$ cat src/rtl/dvfs_transition_sequencer.sv
// DVFS transition sequencer: orders regulator and PLL steps so voltage always leads frequency up and trails it down.
// Optional macro DVFS_SEQ_STATS_EN builds the completed-transition counter; otherwise transition_count_o is tied to 0.
module dvfs_transition_sequencer #(
    parameter int unsigned VOLT_SETTLE_CYCLES = 64,
    parameter int unsigned ACK_TIMEOUT        = 1024,
    parameter logic [2:0]  RESET_VOLT         = 3'd4,
    parameter logic [3:0]  RESET_FREQ         = 4'd8
) (
    input  logic        clk_i,
    input  logic        rst_ni,
    input  logic [2:0]  voltage_level_i,
    input  logic [3:0]  frequency_level_i,
    input  logic        dvfs_update_i,
    output logic [2:0]  vreg_level_o,
    output logic        vreg_req_o,
    input  logic        vreg_ack_i,
    output logic [3:0]  pll_freq_o,
    output logic        pll_req_o,
    input  logic        pll_lock_i,
    output logic        clk_hold_o,
    output logic        busy_o,
    output logic        done_o,
    output logic        error_o,
    output logic [15:0] transition_count_o
);

    localparam int unsigned TW = (ACK_TIMEOUT > 1) ? $clog2(ACK_TIMEOUT) : 1;
    localparam int unsigned SW = (VOLT_SETTLE_CYCLES > 1) ? $clog2(VOLT_SETTLE_CYCLES) : 1;
    localparam logic [TW-1:0] TMO_LAST    = TW'(ACK_TIMEOUT - 1);
    localparam logic [SW-1:0] SETTLE_LAST = (VOLT_SETTLE_CYCLES > 0) ? SW'(VOLT_SETTLE_CYCLES - 1) : '0;

    typedef enum logic [2:0] {
        S_IDLE, S_V_REQ, S_V_SETTLE, S_F_REQ, S_F_LOCK, S_FINISH, S_ERROR
    } state_e;

    state_e          state_q, state_d;
    logic [2:0]      tgt_v_q, tgt_v_d, cur_v_q, cur_v_d;
    logic [3:0]      tgt_f_q, tgt_f_d, cur_f_q, cur_f_d;
    logic            raise_q, raise_d;
    logic            pend_vld_q, pend_vld_d;
    logic [2:0]      pend_v_q, pend_v_d;
    logic [3:0]      pend_f_q, pend_f_d;
    logic [2:0]      vreg_level_q, vreg_level_d;
    logic            vreg_req_q, vreg_req_d;
    logic [3:0]      pll_freq_q, pll_freq_d;
    logic            pll_req_q, pll_req_d;
    logic            clk_hold_q, clk_hold_d;
    logic            busy_q, busy_d;
    logic            done_q, done_d;
    logic            error_q, error_d;
    logic [TW-1:0]   tmo_q, tmo_d;
    logic [SW-1:0]   settle_q, settle_d;

    logic            start;
    logic [2:0]      req_v;
    logic [3:0]      req_f;

    // A fresh strobe in the IDLE cycle overrides any pending request.
    assign start = (state_q == S_IDLE) && (dvfs_update_i || pend_vld_q);
    assign req_v = dvfs_update_i ? voltage_level_i   : pend_v_q;
    assign req_f = dvfs_update_i ? frequency_level_i : pend_f_q;

    always_comb begin
        state_d      = state_q;
        tgt_v_d      = tgt_v_q;
        tgt_f_d      = tgt_f_q;
        cur_v_d      = cur_v_q;
        cur_f_d      = cur_f_q;
        raise_d      = raise_q;
        pend_vld_d   = pend_vld_q;
        pend_v_d     = pend_v_q;
        pend_f_d     = pend_f_q;
        vreg_level_d = vreg_level_q;
        vreg_req_d   = vreg_req_q;
        pll_freq_d   = pll_freq_q;
        pll_req_d    = 1'b0;
        clk_hold_d   = clk_hold_q;
        busy_d       = busy_q;
        done_d       = 1'b0;
        error_d      = error_q;
        tmo_d        = tmo_q;
        settle_d     = settle_q;

        if (state_q != S_IDLE && dvfs_update_i) begin
            pend_vld_d = 1'b1;
            pend_v_d   = voltage_level_i;
            pend_f_d   = frequency_level_i;
        end

        case (state_q)
            S_IDLE: begin
                if (start) begin
                    pend_vld_d = 1'b0;
                    tgt_v_d    = req_v;
                    tgt_f_d    = req_f;
                    raise_d    = (req_f > cur_f_q);
                    busy_d     = 1'b1;
                    if (req_v == cur_v_q && req_f == cur_f_q)
                        state_d = S_FINISH;
                    else if ((req_f > cur_f_q && req_v != cur_v_q) || req_f == cur_f_q)
                        state_d = S_V_REQ;
                    else
                        state_d = S_F_REQ;
                end
            end
            S_V_REQ: begin
                if (vreg_ack_i) begin
                    vreg_req_d = 1'b0;
                    state_d    = S_V_SETTLE;
                end else if (tmo_q == TMO_LAST) begin
                    state_d = S_ERROR;
                end else begin
                    tmo_d = tmo_q + 1'b1;
                end
            end
            S_V_SETTLE: begin
                if (settle_q == SETTLE_LAST) begin
                    cur_v_d = tgt_v_q;
                    state_d = (raise_q && tgt_f_q != cur_f_q) ? S_F_REQ : S_FINISH;
                end else begin
                    settle_d = settle_q + 1'b1;
                end
            end
            S_F_REQ: begin
                state_d = S_F_LOCK;
            end
            S_F_LOCK: begin
                if (pll_lock_i) begin
                    clk_hold_d = 1'b0;
                    cur_f_d    = tgt_f_q;
                    state_d    = (!raise_q && tgt_v_q != cur_v_q) ? S_V_REQ : S_FINISH;
                end else if (tmo_q == TMO_LAST) begin
                    state_d = S_ERROR;
                end else begin
                    tmo_d = tmo_q + 1'b1;
                end
            end
            S_FINISH: begin
                done_d  = 1'b1;
                busy_d  = 1'b0;
                error_d = 1'b0;
                state_d = S_IDLE;
            end
            S_ERROR: begin
                done_d  = 1'b1;
                busy_d  = 1'b0;
                state_d = S_IDLE;
            end
            default: state_d = S_IDLE;
        endcase

        // Entry actions keyed on the next state so every output stays registered.
        if (state_d == S_V_REQ && state_q != S_V_REQ) begin
            vreg_level_d = tgt_v_d;
            vreg_req_d   = 1'b1;
            tmo_d        = '0;
        end
        if (state_d == S_V_SETTLE && state_q == S_V_REQ)
            settle_d = '0;
        if (state_d == S_F_REQ) begin
            pll_freq_d = tgt_f_d;
            pll_req_d  = 1'b1;
            clk_hold_d = 1'b1;
        end
        if (state_d == S_F_LOCK && state_q == S_F_REQ)
            tmo_d = '0;
        if (state_d == S_ERROR && state_q != S_ERROR) begin
            vreg_req_d   = 1'b0;
            clk_hold_d   = 1'b0;
            pll_freq_d   = cur_f_q;
            vreg_level_d = cur_v_q;
            error_d      = 1'b1;
        end
    end

    always_ff @(posedge clk_i or negedge rst_ni) begin
        if (!rst_ni) begin
            state_q      <= S_IDLE;
            tgt_v_q      <= RESET_VOLT;
            tgt_f_q      <= RESET_FREQ;
            cur_v_q      <= RESET_VOLT;
            cur_f_q      <= RESET_FREQ;
            raise_q      <= 1'b0;
            pend_vld_q   <= 1'b0;
            pend_v_q     <= '0;
            pend_f_q     <= '0;
            vreg_level_q <= RESET_VOLT;
            vreg_req_q   <= 1'b0;
            pll_freq_q   <= RESET_FREQ;
            pll_req_q    <= 1'b0;
            clk_hold_q   <= 1'b0;
            busy_q       <= 1'b0;
            done_q       <= 1'b0;
            error_q      <= 1'b0;
            tmo_q        <= '0;
            settle_q     <= '0;
        end else begin
            state_q      <= state_d;
            tgt_v_q      <= tgt_v_d;
            tgt_f_q      <= tgt_f_d;
            cur_v_q      <= cur_v_d;
            cur_f_q      <= cur_f_d;
            raise_q      <= raise_d;
            pend_vld_q   <= pend_vld_d;
            pend_v_q     <= pend_v_d;
            pend_f_q     <= pend_f_d;
            vreg_level_q <= vreg_level_d;
            vreg_req_q   <= vreg_req_d;
            pll_freq_q   <= pll_freq_d;
            pll_req_q    <= pll_req_d;
            clk_hold_q   <= clk_hold_d;
            busy_q       <= busy_d;
            done_q       <= done_d;
            error_q      <= error_d;
            tmo_q        <= tmo_d;
            settle_q     <= settle_d;
        end
    end

`ifdef DVFS_SEQ_STATS_EN
    logic [15:0] count_q, count_d;
    logic        noop_q, noop_d;

    // No-op requests pass through FINISH but are not counted.
    always_comb begin
        noop_d  = noop_q;
        count_d = count_q;
        if (start)
            noop_d = (req_v == cur_v_q) && (req_f == cur_f_q);
        if (state_q == S_FINISH && !noop_q && count_q != 16'hFFFF)
            count_d = count_q + 16'd1;
    end

    always_ff @(posedge clk_i or negedge rst_ni) begin
        if (!rst_ni) begin
            count_q <= '0;
            noop_q  <= 1'b0;
        end else begin
            count_q <= count_d;
            noop_q  <= noop_d;
        end
    end

    assign transition_count_o = count_q;
`else
    assign transition_count_o = '0;
`endif

    assign vreg_level_o = vreg_level_q;
    assign vreg_req_o   = vreg_req_q;
    assign pll_freq_o   = pll_freq_q;
    assign pll_req_o    = pll_req_q;
    assign clk_hold_o   = clk_hold_q;
    assign busy_o       = busy_q;
    assign done_o       = done_q;
    assign error_o      = error_q;

endmodule

$ cat config.mk
export PLATFORM = sky130hd
export DESIGN_NAME = dvfs_transition_sequencer
export DESIGN_NICKNAME = d
export VERILOG_FILES = /design/src/rtl/dvfs_transition_sequencer.sv
export SDC_FILE = /design/constraint.sdc
export NUM_CORES = 1
export LEC_CHECK = 0
export BUFFER_PORTS_ARGS = -buffer_cell sky130_fd_sc_hd__buf_2
export CAP_MARGIN = 0
export CORE_MARGIN = 3
export CORE_UTILIZATION = 57
export DETAILED_ROUTE_END_ITERATION = 8
export GPL_TIMING_DRIVEN = 0
export MAX_ROUTING_LAYER = met4
export PLACE_DENSITY_LB_ADDON = 0.2
export SETUP_SLACK_MARGIN = 0.4
export SLEW_MARGIN = 25
export SYNTH_ARGS = -nofsm -noshare
export SYNTH_HDL_FRONTEND = slang
export SYNTH_SLANG_ARGS = --single-unit
$ cat constraint.sdc
create_clock -name clk_i -period 2.65 [get_ports clk_i]
set_input_delay 0 -clock clk_i [delete_from_list [all_inputs] [get_ports clk_i]]
set_output_delay 0 -clock clk_i [all_outputs]
set_load 0.1 [all_outputs]
==> results of run 1 <==
stage by stage:
step	instance area, um2	utilization	hold slack, ps	setup WS (ps)
after floorplan	3070	-	-296	400
after global placement	3270	0.666	246	228
after detailed placement	3270	0.667	88.1	198
after CTS	3580	0.730	127	411
after global routing	3650	0.743	186	314
final	3650	0.743	168	400
state kept, by name, summed over array words and instances (netlist names), 3 cells and up:
signal        flops
cur_f_q           4
cur_v_q           3
pend_f_q          4
pend_v_q          3
pll_freq_o        4
settle_q          6
state_q           3
tgt_f_q           4
tgt_v_q           3
tmo_q            10
vreg_level_o      3
timing repair:
action	in CTS	in global routing
hold buffers	8	0
buffers inserted	2	1
pin swaps	4	8
endpoints found under the setup margin	20	19
hold endpoints to repair	56	0
resized for setup	17	17
cells in the mapped netlist, drive strengths merged:
cell     count
dfrtp       49
nor2        28
buf         22
nand2       21
xor2        18
mux2        17
inv         13
a21oi       12
nor3         9
o21ai        9
nand3        8
or3          7
dfstp        6
ha           6
nand2b       6
nand4        6
mux2i        5
o22a         5
xnor2        5
a21o         4
o32a         4
a211oi       3
a311oi       3
nor2b        3
nor3b        3
nor4         3
o21a         3
and2         2
a22oi        1
a2bb2oi      1
and3         1
and4         1
clkbuf       1
conb         1
o211ai       1
o2bb2ai      1
o311a        1
o41a         1
or3b         1
or4          1
cell usage in the layout, fill, tap and decap left out, types with 2 or more instances in the layout:
| master | synthesis | layout |
|---|---|---|
| sky130_fd_sc_hd__dfrtp_1 | 49 | 49 |
| sky130_fd_sc_hd__nor2_1 | 27 | 26 |
| sky130_fd_sc_hd__buf_2 | 5 | 24 |
| sky130_fd_sc_hd__buf_4 | 17 | 21 |
| sky130_fd_sc_hd__nand2_1 | 21 | 21 |
| sky130_fd_sc_hd__xor2_1 | 18 | 18 |
| sky130_fd_sc_hd__conb_1 | 1 | 16 |
| sky130_fd_sc_hd__mux2_2 | 17 | 15 |
| sky130_fd_sc_hd__inv_1 | 12 | 12 |
| sky130_fd_sc_hd__a21oi_1 | 11 | 10 |
| sky130_fd_sc_hd__nand3_1 | 8 | 8 |
| sky130_fd_sc_hd__dlygate4sd3_1 | 0 | 8 |
| sky130_fd_sc_hd__or3_1 | 7 | 6 |
| sky130_fd_sc_hd__nor3_1 | 8 | 6 |
| sky130_fd_sc_hd__nand4_1 | 6 | 6 |
| sky130_fd_sc_hd__o21ai_0 | 7 | 6 |
| sky130_fd_sc_hd__clkbuf_8 | 0 | 6 |
| sky130_fd_sc_hd__dfstp_2 | 6 | 6 |
| sky130_fd_sc_hd__nand2b_1 | 5 | 5 |
| sky130_fd_sc_hd__o22a_1 | 5 | 5 |
| sky130_fd_sc_hd__xnor2_1 | 5 | 5 |
| sky130_fd_sc_hd__mux2i_1 | 5 | 4 |
| sky130_fd_sc_hd__a211oi_1 | 3 | 3 |
| sky130_fd_sc_hd__a311oi_2 | 3 | 3 |
| sky130_fd_sc_hd__nor2b_1 | 3 | 3 |
| sky130_fd_sc_hd__o32a_1 | 3 | 3 |
| sky130_fd_sc_hd__o21a_1 | 3 | 3 |
| sky130_fd_sc_hd__ha_1 | 6 | 3 |
| sky130_fd_sc_hd__ha_4 | 0 | 3 |
| sky130_fd_sc_hd__mux2_4 | 0 | 2 |
| sky130_fd_sc_hd__clkbuf_4 | 0 | 2 |
| sky130_fd_sc_hd__a21o_1 | 3 | 2 |
| sky130_fd_sc_hd__buf_6 | 0 | 2 |
| sky130_fd_sc_hd__nor4_1 | 3 | 2 |
| sky130_fd_sc_hd__nor3_2 | 1 | 2 |
| sky130_fd_sc_hd__nor3b_1 | 2 | 2 |
| sky130_fd_sc_hd__o21ai_4 | 0 | 2 |
logic make-up after synthesis:
| logic type | share of synthesized area |
|---|---|
| other cells | 0.00124 |
| buf+inv | 0.0680 |
| fa+ha+maj | 0.0249 |
| xor+xnor | 0.0668 |
| compound gates | 0.131 |
| simple gates | 0.170 |
| mux | 0.0800 |
| flops | 0.459 |
critical path, cell delays in order (launching register included):
cell and delay, ps:
sky130_fd_sc_hd__dfrtp_1 390, sky130_fd_sc_hd__mux2_4 300, sky130_fd_sc_hd__ha_4 220, sky130_fd_sc_hd__nand4_1 120, sky130_fd_sc_hd__nor3_1 60, sky130_fd_sc_hd__and4_4 190, sky130_fd_sc_hd__or3_1 360, sky130_fd_sc_hd__buf_6 150
sky130_fd_sc_hd__nand2b_4 170, sky130_fd_sc_hd__a311oi_2 210
path summary, 6_finish.rpt:
check	cells after the start	startpoint	slack, ps	to
worst min-delay path	3	dvfs_update_i	170	pend_vld_q
worst min register to register	2	tgt_f_q[3]	500	cur_f_q[3]
worst max-delay path	9	pend_f_q[1]	400	vreg_level_o[0]
worst max register to register	9	pend_f_q[1]	400	vreg_level_o[0]
min in group asynchronous	2	rst_ni	260	pend_v_q[0]
max in group asynchronous	2	rst_ni	1930	tmo_q[6]
metal layers:
metal	part of all wire	up-vias
li1	-	1101
met1	0.48	1103
met2	0.47	52
met3	0.036	8
met4	0.015	0
met5	0	-
power by group through the flow:
stage / Combinational [W] / Clock [W] / Sequential, W
3_3_place_gp: 0.00246 / 0 / 0.00139
4_1_cts: 0.00268 / 0.000583 / 0.00140
6_report: 0.00278 / 0.000572 / 0.00140
3_5_place_dp: 0.00252 / 0 / 0.00141
2_1_floorplan: 0.00144 / 0 / 0.00201
5_1_grt: 0.00299 / 0.000610 / 0.00144
cell type report:
class | instances | area share
clock inverters | 2 | 0.00960
multi-input cells | 216 | 0.444
repair buffers | 34 | 0.0603
clock buffers | 6 | 0.0226
flip-flops and latches | 55 | 0.379
plain buffers | 23 | 0.0480
well taps | 67 | 0.0230
inverters | 13 | 0.0134
==> implementation parameters, run 1 <==
Parameter                              Value

Setup path
  Worst Path Class, Setup    reg -> reg
  Data required time of the worst path    2870 ps
  Sort of element at the end of the critical path    register
  Largest fanout on the critical path    6
  Startpoint type of the worst setup path    register
  Arrival time of the worst setup path    2470 ps

Power
  Power per cell area    1300 nW/um2
  Register share of total power    0.295
  Combinational cell fraction of total power    0.585
  Largest voltage drop on the vdd net    0.840 mV
  Proportion of power drawn by the clock network    0.120
  Design Power    0.00475 W
  Fraction of power spent switching nets    0.488
  Cell internal power dissipation    0.00243 W
  P_sw    0.00232 W
  Leakage power total    1.66 nW

Synthesis
  Cell type with the largest total area after synthesis    sky130_fd_sc_hd__dfrtp_1
  Number of register bits inferred by synthesis    55
  Share of synthesized area occupied by flip-flops and latches    0.459
  Ys Warns    0
  Synth top area cells    sky130_fd_sc_hd__dfrtp_1, sky130_fd_sc_hd__mux2_2, sky130_fd_sc_hd__dfstp_2
  Area share of the largest cell type after synthesis    0.406
  Number of distinct library cells after synthesis    50
  Mean area per synthesized cell    10.3 um2
  Number of cells produced by synthesis    292
  Total standard cell area after synthesis    3020 um2

Floorplanning
  Effective utilization at floorplan    0.614
  Die Height    78.8 um
  Number of top-level design ports    41
  Overall die area    6200 um2
  Core area    4910 um2
  Die Wd    78.8 um
  Number of placement rows    25

Drt
  Routed WL    6130 um
  Initial DRT Pass Iterations    4
  Post-detailed-route wirelength per cell    14.7 um
  Detailed-route vias per instance    5.44
  Number of DRC violations after detailed routing    0
  Final antenna-violating net count    0
  Vias    2264
  First-iteration detailed-routing DRC count    130

STA
  Setup TNS Final    0 ps
  Worst-Margin Slew    678 ps
  Highest clock rate    445 MHz
  RSZ-0062 raised after global routing    yes
  Number of endpoints with negative hold slack in the final report    0
  Final cycle utilization of the critical path    0.849
  Final Skew    6.65 ps
  Worst max-slew margin expressed relative to the limit    0.548
  Final setup fails    0
  Slew Limit Fails    0
  Post-layout minimum cycle time    2250 ps

Place
  Buffers on Ports    23
  Final HPWL DP    4300 um
  Last weighted congestion value of the routability-driven placer    0.876
  Number of cells after detailed placement    397

Final layout
  Layout overhead on the synthesized area    21.0%
  Filler-free cell count of the finished design    416
  Area of all sequential standard cells    1380 um2
  Filler cells    338
  Antenna diode count    0
  Count of nets after finishing    366
  Multi-input gate area    1620 um2
  Share of cells above drive strength 1    0.312

Clocking
  Clock transition time at the flip-flop clock pins of the worst setup and hold paths    100 ps
  Worst skew pair latency    310 ps
  Clock net sink count    55
  Clock tree from TritonCTS    yes
  CTS buffer count    5
  Buffer depth of the longest clock path    2
  CTS root buffer    sky130_fd_sc_hd__clkbuf_8
  Number of H-tree branching levels    2

Global routing
  Highest-utilization routing layer at the global route stage    met2
  Total global routing track utilization    0.222
  Global-route congestion overflow total    0
  Number of antenna violations at the first check in global routing    0
  Number of global-route vias before repair    2290
  Met3 demand-to-capacity share in global routing    0.0272
  Met2 Use GR    0.351
  Wire length of the first global-routing pass    10600 um
  Maximum number of pins on one net before global-route repair    56
  Global-route track usage on met1    0.297

Run status
  Result of the run    completed

Flow run
  Max Cap Violations    0

Min path
  Class of the tightest hold or removal check    in -> reg
Note: power is estimated with default switching activity, not from simulation.
==> run 2: changes to the inputs <==
- clock period: 2.65 -> 2.23 ns (I/O delays scaled with it)
==> run 2 against run 1 <==
  * The run now ends with negative setup slack left
  * Routed wire length rose by 9.7%
  * Combinational power rose by 39%
  * Critical path depth did not move
  * First-iteration DRC count rose by 24%
  * Count of clock-buffer cells in the layout did not move
  * Via count rose by 4.7%
  * Total power rose by 31%
  * Sequential share of layout area fell by 2.6 points
  * Non-clock buffer count rose by 16
  * Largest power group unchanged
==> implementation parameters, run 2 (same netlist as run 1, synthesis figures left out) <==
Parameter                              Value

Run status
  Result of the run    finished, violations left (was completed)
  Violated checks    negative setup slack

Power
  P_sw    0.00296 W (was 0.00232 W)
  Cell internal power dissipation    0.00325 W (was 0.00243 W)
  Leakage power total    1.78 nW (was 1.66 nW)
  Design Power    0.00621 W (was 0.00475 W)
  Fraction of power spent switching nets    0.477 (was 0.488)
  Combinational cell fraction of total power    0.621 (was 0.585)
  Register share of total power    0.268 (was 0.295)
  Power per cell area    1590 nW/um2 (was 1300 nW/um2)
  Proportion of power drawn by the clock network    0.111 (was 0.120)
  Largest voltage drop on the vdd net    0.978 mV (was 0.840 mV)

STA
  RSZ-0062 raised after global routing    yes (unchanged)
  Final Skew    4.67 ps (was 6.65 ps)
  Worst max-slew margin expressed relative to the limit    0.551 (was 0.548)
  Slew Limit Fails    0 (unchanged)
  Final cycle utilization of the critical path    1.04 (was 0.849)
  Post-layout minimum cycle time    2330 ps (was 2250 ps)
  Final setup fails    17 (was 0)
  Worst-Margin Slew    674 ps (was 678 ps)
  Highest clock rate    429 MHz (was 445 MHz)
  Number of endpoints with negative hold slack in the final report    0 (unchanged)
  Setup ws final    -98.9 ps (was 400 ps)

Clocking
  CTS buffer count    5 (unchanged)
  CTS root buffer    sky130_fd_sc_hd__clkbuf_8 (unchanged)
  Buffer depth of the longest clock path    2 (unchanged)
  Worst skew pair latency    310 ps (about the same)
  Clock tree from TritonCTS    yes (unchanged)
  Clock net sink count    55 (unchanged)
  Clock transition time at the flip-flop clock pins of the worst setup and hold paths    100 ps (about the same)
  Number of H-tree branching levels    2 (unchanged)

Global routing
  Number of antenna violations at the first check in global routing    0 (unchanged)
  Total global routing track utilization    0.217 (was 0.222)
  Global-route congestion overflow total    0 (unchanged)
  Number of global-route vias before repair    2199 (was 2290)
  Maximum number of pins on one net before global-route repair    56 (unchanged)
  Wire length of the first global-routing pass    10400 um (was 10600 um)

Place
  Final HPWL DP    4400 um (was 4300 um)
  Last weighted congestion value of the routability-driven placer    0.790 (was 0.876)
  Buffers on Ports    23 (unchanged)
  Area after DPL    3360 um2 (was 3270 um2)
  Number of cells after detailed placement    397 (unchanged)

Drt
  Routed WL    6720 um (was 6130 um)
  Post-detailed-route wirelength per cell    15.6 um (was 14.7 um)
  Vias    2370 (was 2264)
  First-iteration detailed-routing DRC count    161 (was 130)
  Initial DRT Pass Iterations    4 (unchanged)
  Number of DRC violations after detailed routing    0 (unchanged)
  Final antenna-violating net count    0 (unchanged)
  Detailed-route vias per instance    5.49 (was 5.44)

Setup path
  Worst R2R Path Depth    9 (unchanged)
  Startpoint type of the worst setup path    register (unchanged)
  Slowest stage cell on the critical path    sky130_fd_sc_hd__dfrtp_1 (unchanged)
  Source of the worst register-to-register timing path    pend_f_q[2] (was pend_f_q[1])
  Largest stage delay on the critical path    410 ps (was 390 ps)
  Crit Reg-Reg Endpoint    vreg_level_o[0] (unchanged)
  Data required time of the worst path    2450 ps (was 2870 ps)
  Crit-path cells    mux2_4, ha_4, nand4_1, nor3_2, and4_4, or3_4, buf_6, nand2b_4, a311oi_2 (was mux2_4, ha_4, nand4_1, nor3_1, and4_4, or3_1, buf_6, nand2b_4, a311oi_2)
  Arrival time of the worst setup path    2550 ps (was 2470 ps)
  Largest fanout on the critical path    6 (unchanged)
  Worst Path Class, Setup    reg -> reg (unchanged)
  R2R setup slack    -100 ps (was 400 ps)
  Sort of element at the end of the critical path    register (unchanged)

Final layout
  Antenna diode count    0 (unchanged)
  Count of nets after finishing    382 (was 366)
  Design Area, Final    3920 um2 (was 3650 um2)
  Most common cell after layout, fill and taps aside    sky130_fd_sc_hd__dfrtp_1 (unchanged)
  Largest Register    tmo_q (unchanged)
  Filler-free cell count of the finished design    432 (was 416)
  Share of cells above drive strength 1    0.386 (was 0.312)
  Commonest cells after routing, fill and taps aside    sky130_fd_sc_hd__dfrtp_1, sky130_fd_sc_hd__buf_4, sky130_fd_sc_hd__nor2_1 (was sky130_fd_sc_hd__dfrtp_1, sky130_fd_sc_hd__nor2_1, sky130_fd_sc_hd__buf_2)
  Filler cells    309 (was 338)
  Number of flip-flops in the largest register    10 (unchanged)
  Largest regs    tmo_q (10), settle_q (6) (unchanged)
  Layout overhead on the synthesized area    29.9% (was 21.0%)

Floorplanning
  Die Height    78.8 um (unchanged)
  Effective utilization at floorplan    0.614 (unchanged)
  Number of top-level design ports    41 (unchanged)
  Number of placement rows    25 (unchanged)
  Die Wd    78.8 um (unchanged)
  Core area    4910 um2 (unchanged)
  Overall die area    6200 um2 (unchanged)

Min path
  Origin of the worst min-delay path    frequency_level_i[1] (was dvfs_update_i)
  Worst Hold End    tgt_f_q[1] (was pend_vld_q)
  Number of cells on the worst hold path    3 (unchanged)
  Class of the tightest hold or removal check    in -> reg (unchanged)

Flow run
  Max Cap Violations    0 (unchanged)
==> run 2: changes by cell type in the layout (fill, tap and decap cells not counted), moves of 2 or more <==
| cell | delta |
|---|---|
| sky130_fd_sc_hd__buf_4 | +11 |
| sky130_fd_sc_hd__or3_1 | -3 |
| sky130_fd_sc_hd__nand2_1 | -2 |
| sky130_fd_sc_hd__a21oi_2 | +3 |
| sky130_fd_sc_hd__a21oi_1 | -4 |
| sky130_fd_sc_hd__buf_6 | +6 |
| sky130_fd_sc_hd__nor3b_4 | +2 |
| sky130_fd_sc_hd__or3_4 | +3 |
==> run 2: layer usage <==
layer  global-route usage  up-vias  part of all wire
li1                     -     1139                 -
met1                0.268     1141              0.42
met2                0.366       68              0.50
met3               0.0408       22             0.044
met4               0.0629        0             0.029
met5                    -        -                 0
==> run 2: cell type report <==
| type | count | area, um2 | area share |
|---|---|---|---|
| Buffer | 23 | 178 | 0.0453 |
| Clock buffer | 6 | 82.6 | 0.0211 |
| Clock inverter | 2 | 35.0 | 0.00894 |
| Inverter | 13 | 48.8 | 0.0125 |
| Multi-Input combinational cell | 216 | 1730 | 0.442 |
| Sequential cell | 55 | 1380 | 0.353 |
| Tap cell | 67 | 83.8 | 0.0214 |
| Timing Repair Buffer | 50 | 375 | 0.0958 |
==> run 2: worst max path at each step <==
stage,startpoint,end,slack [ps],cells after the start
6_report,pend_f_q[2],vreg_level_o[0],-100,9
2_1_floorplan,pend_f_q[1],pll_freq_o[1],110,8
4_1_cts,pend_f_q[3],pll_freq_o[2],-50,8
3_5_place_dp,pend_f_q[1],tmo_q[0],-120,9
5_1_grt,pend_f_q[2],vreg_level_o[1],-180,9
3_3_place_gp,settle_q[0],pll_freq_o[2],-110,8
==> run 2: per-stage QoR <==
step                setup slack, ps  TNS, ps  utilization  hold WS [ps]
floorplan                       112        0            -          -296
global placement               -114     -975        0.684           247
detailed placement             -124    -1430        0.684          88.7
CTS                           -51.2     -202        0.755           117
global route                   -176    -1680        0.798           131
finish                        -98.9     -799        0.798           127
==> run 2: critical path: cells and delay by family (launching register included) <==
kind | cells | cell delay (ps)
muxes | 1 | 300
and+or+nand+nor | 5 | 950
DFF | 1 | 410
AOI/OAI and AO/OA | 1 | 210
buffers and inverters | 1 | 140
adders and majority gates | 1 | 220
==> run 2: timing repair <==
item,4_1_cts,5_1_grt
gates resized for setup,18,32
gates cloned,0,0
endpoints found under the setup margin,26,42
pin swaps,16,15
setup buffers,8,11
endpoints found under the hold margin,56,0
hold buffers,8,0
==> run 2: power groups by stage <==
stage	Combinational, W	Clock (W)	Sequential, W
2_1_floorplan	0.00185	0	0.00239
3_3_place_gp	0.00307	0	0.00166
3_5_place_dp	0.00314	0	0.00167
4_1_cts	0.00342	0.000698	0.00166
5_1_grt	0.00410	0.000741	0.00171
6_report	0.00386	0.000688	0.00167
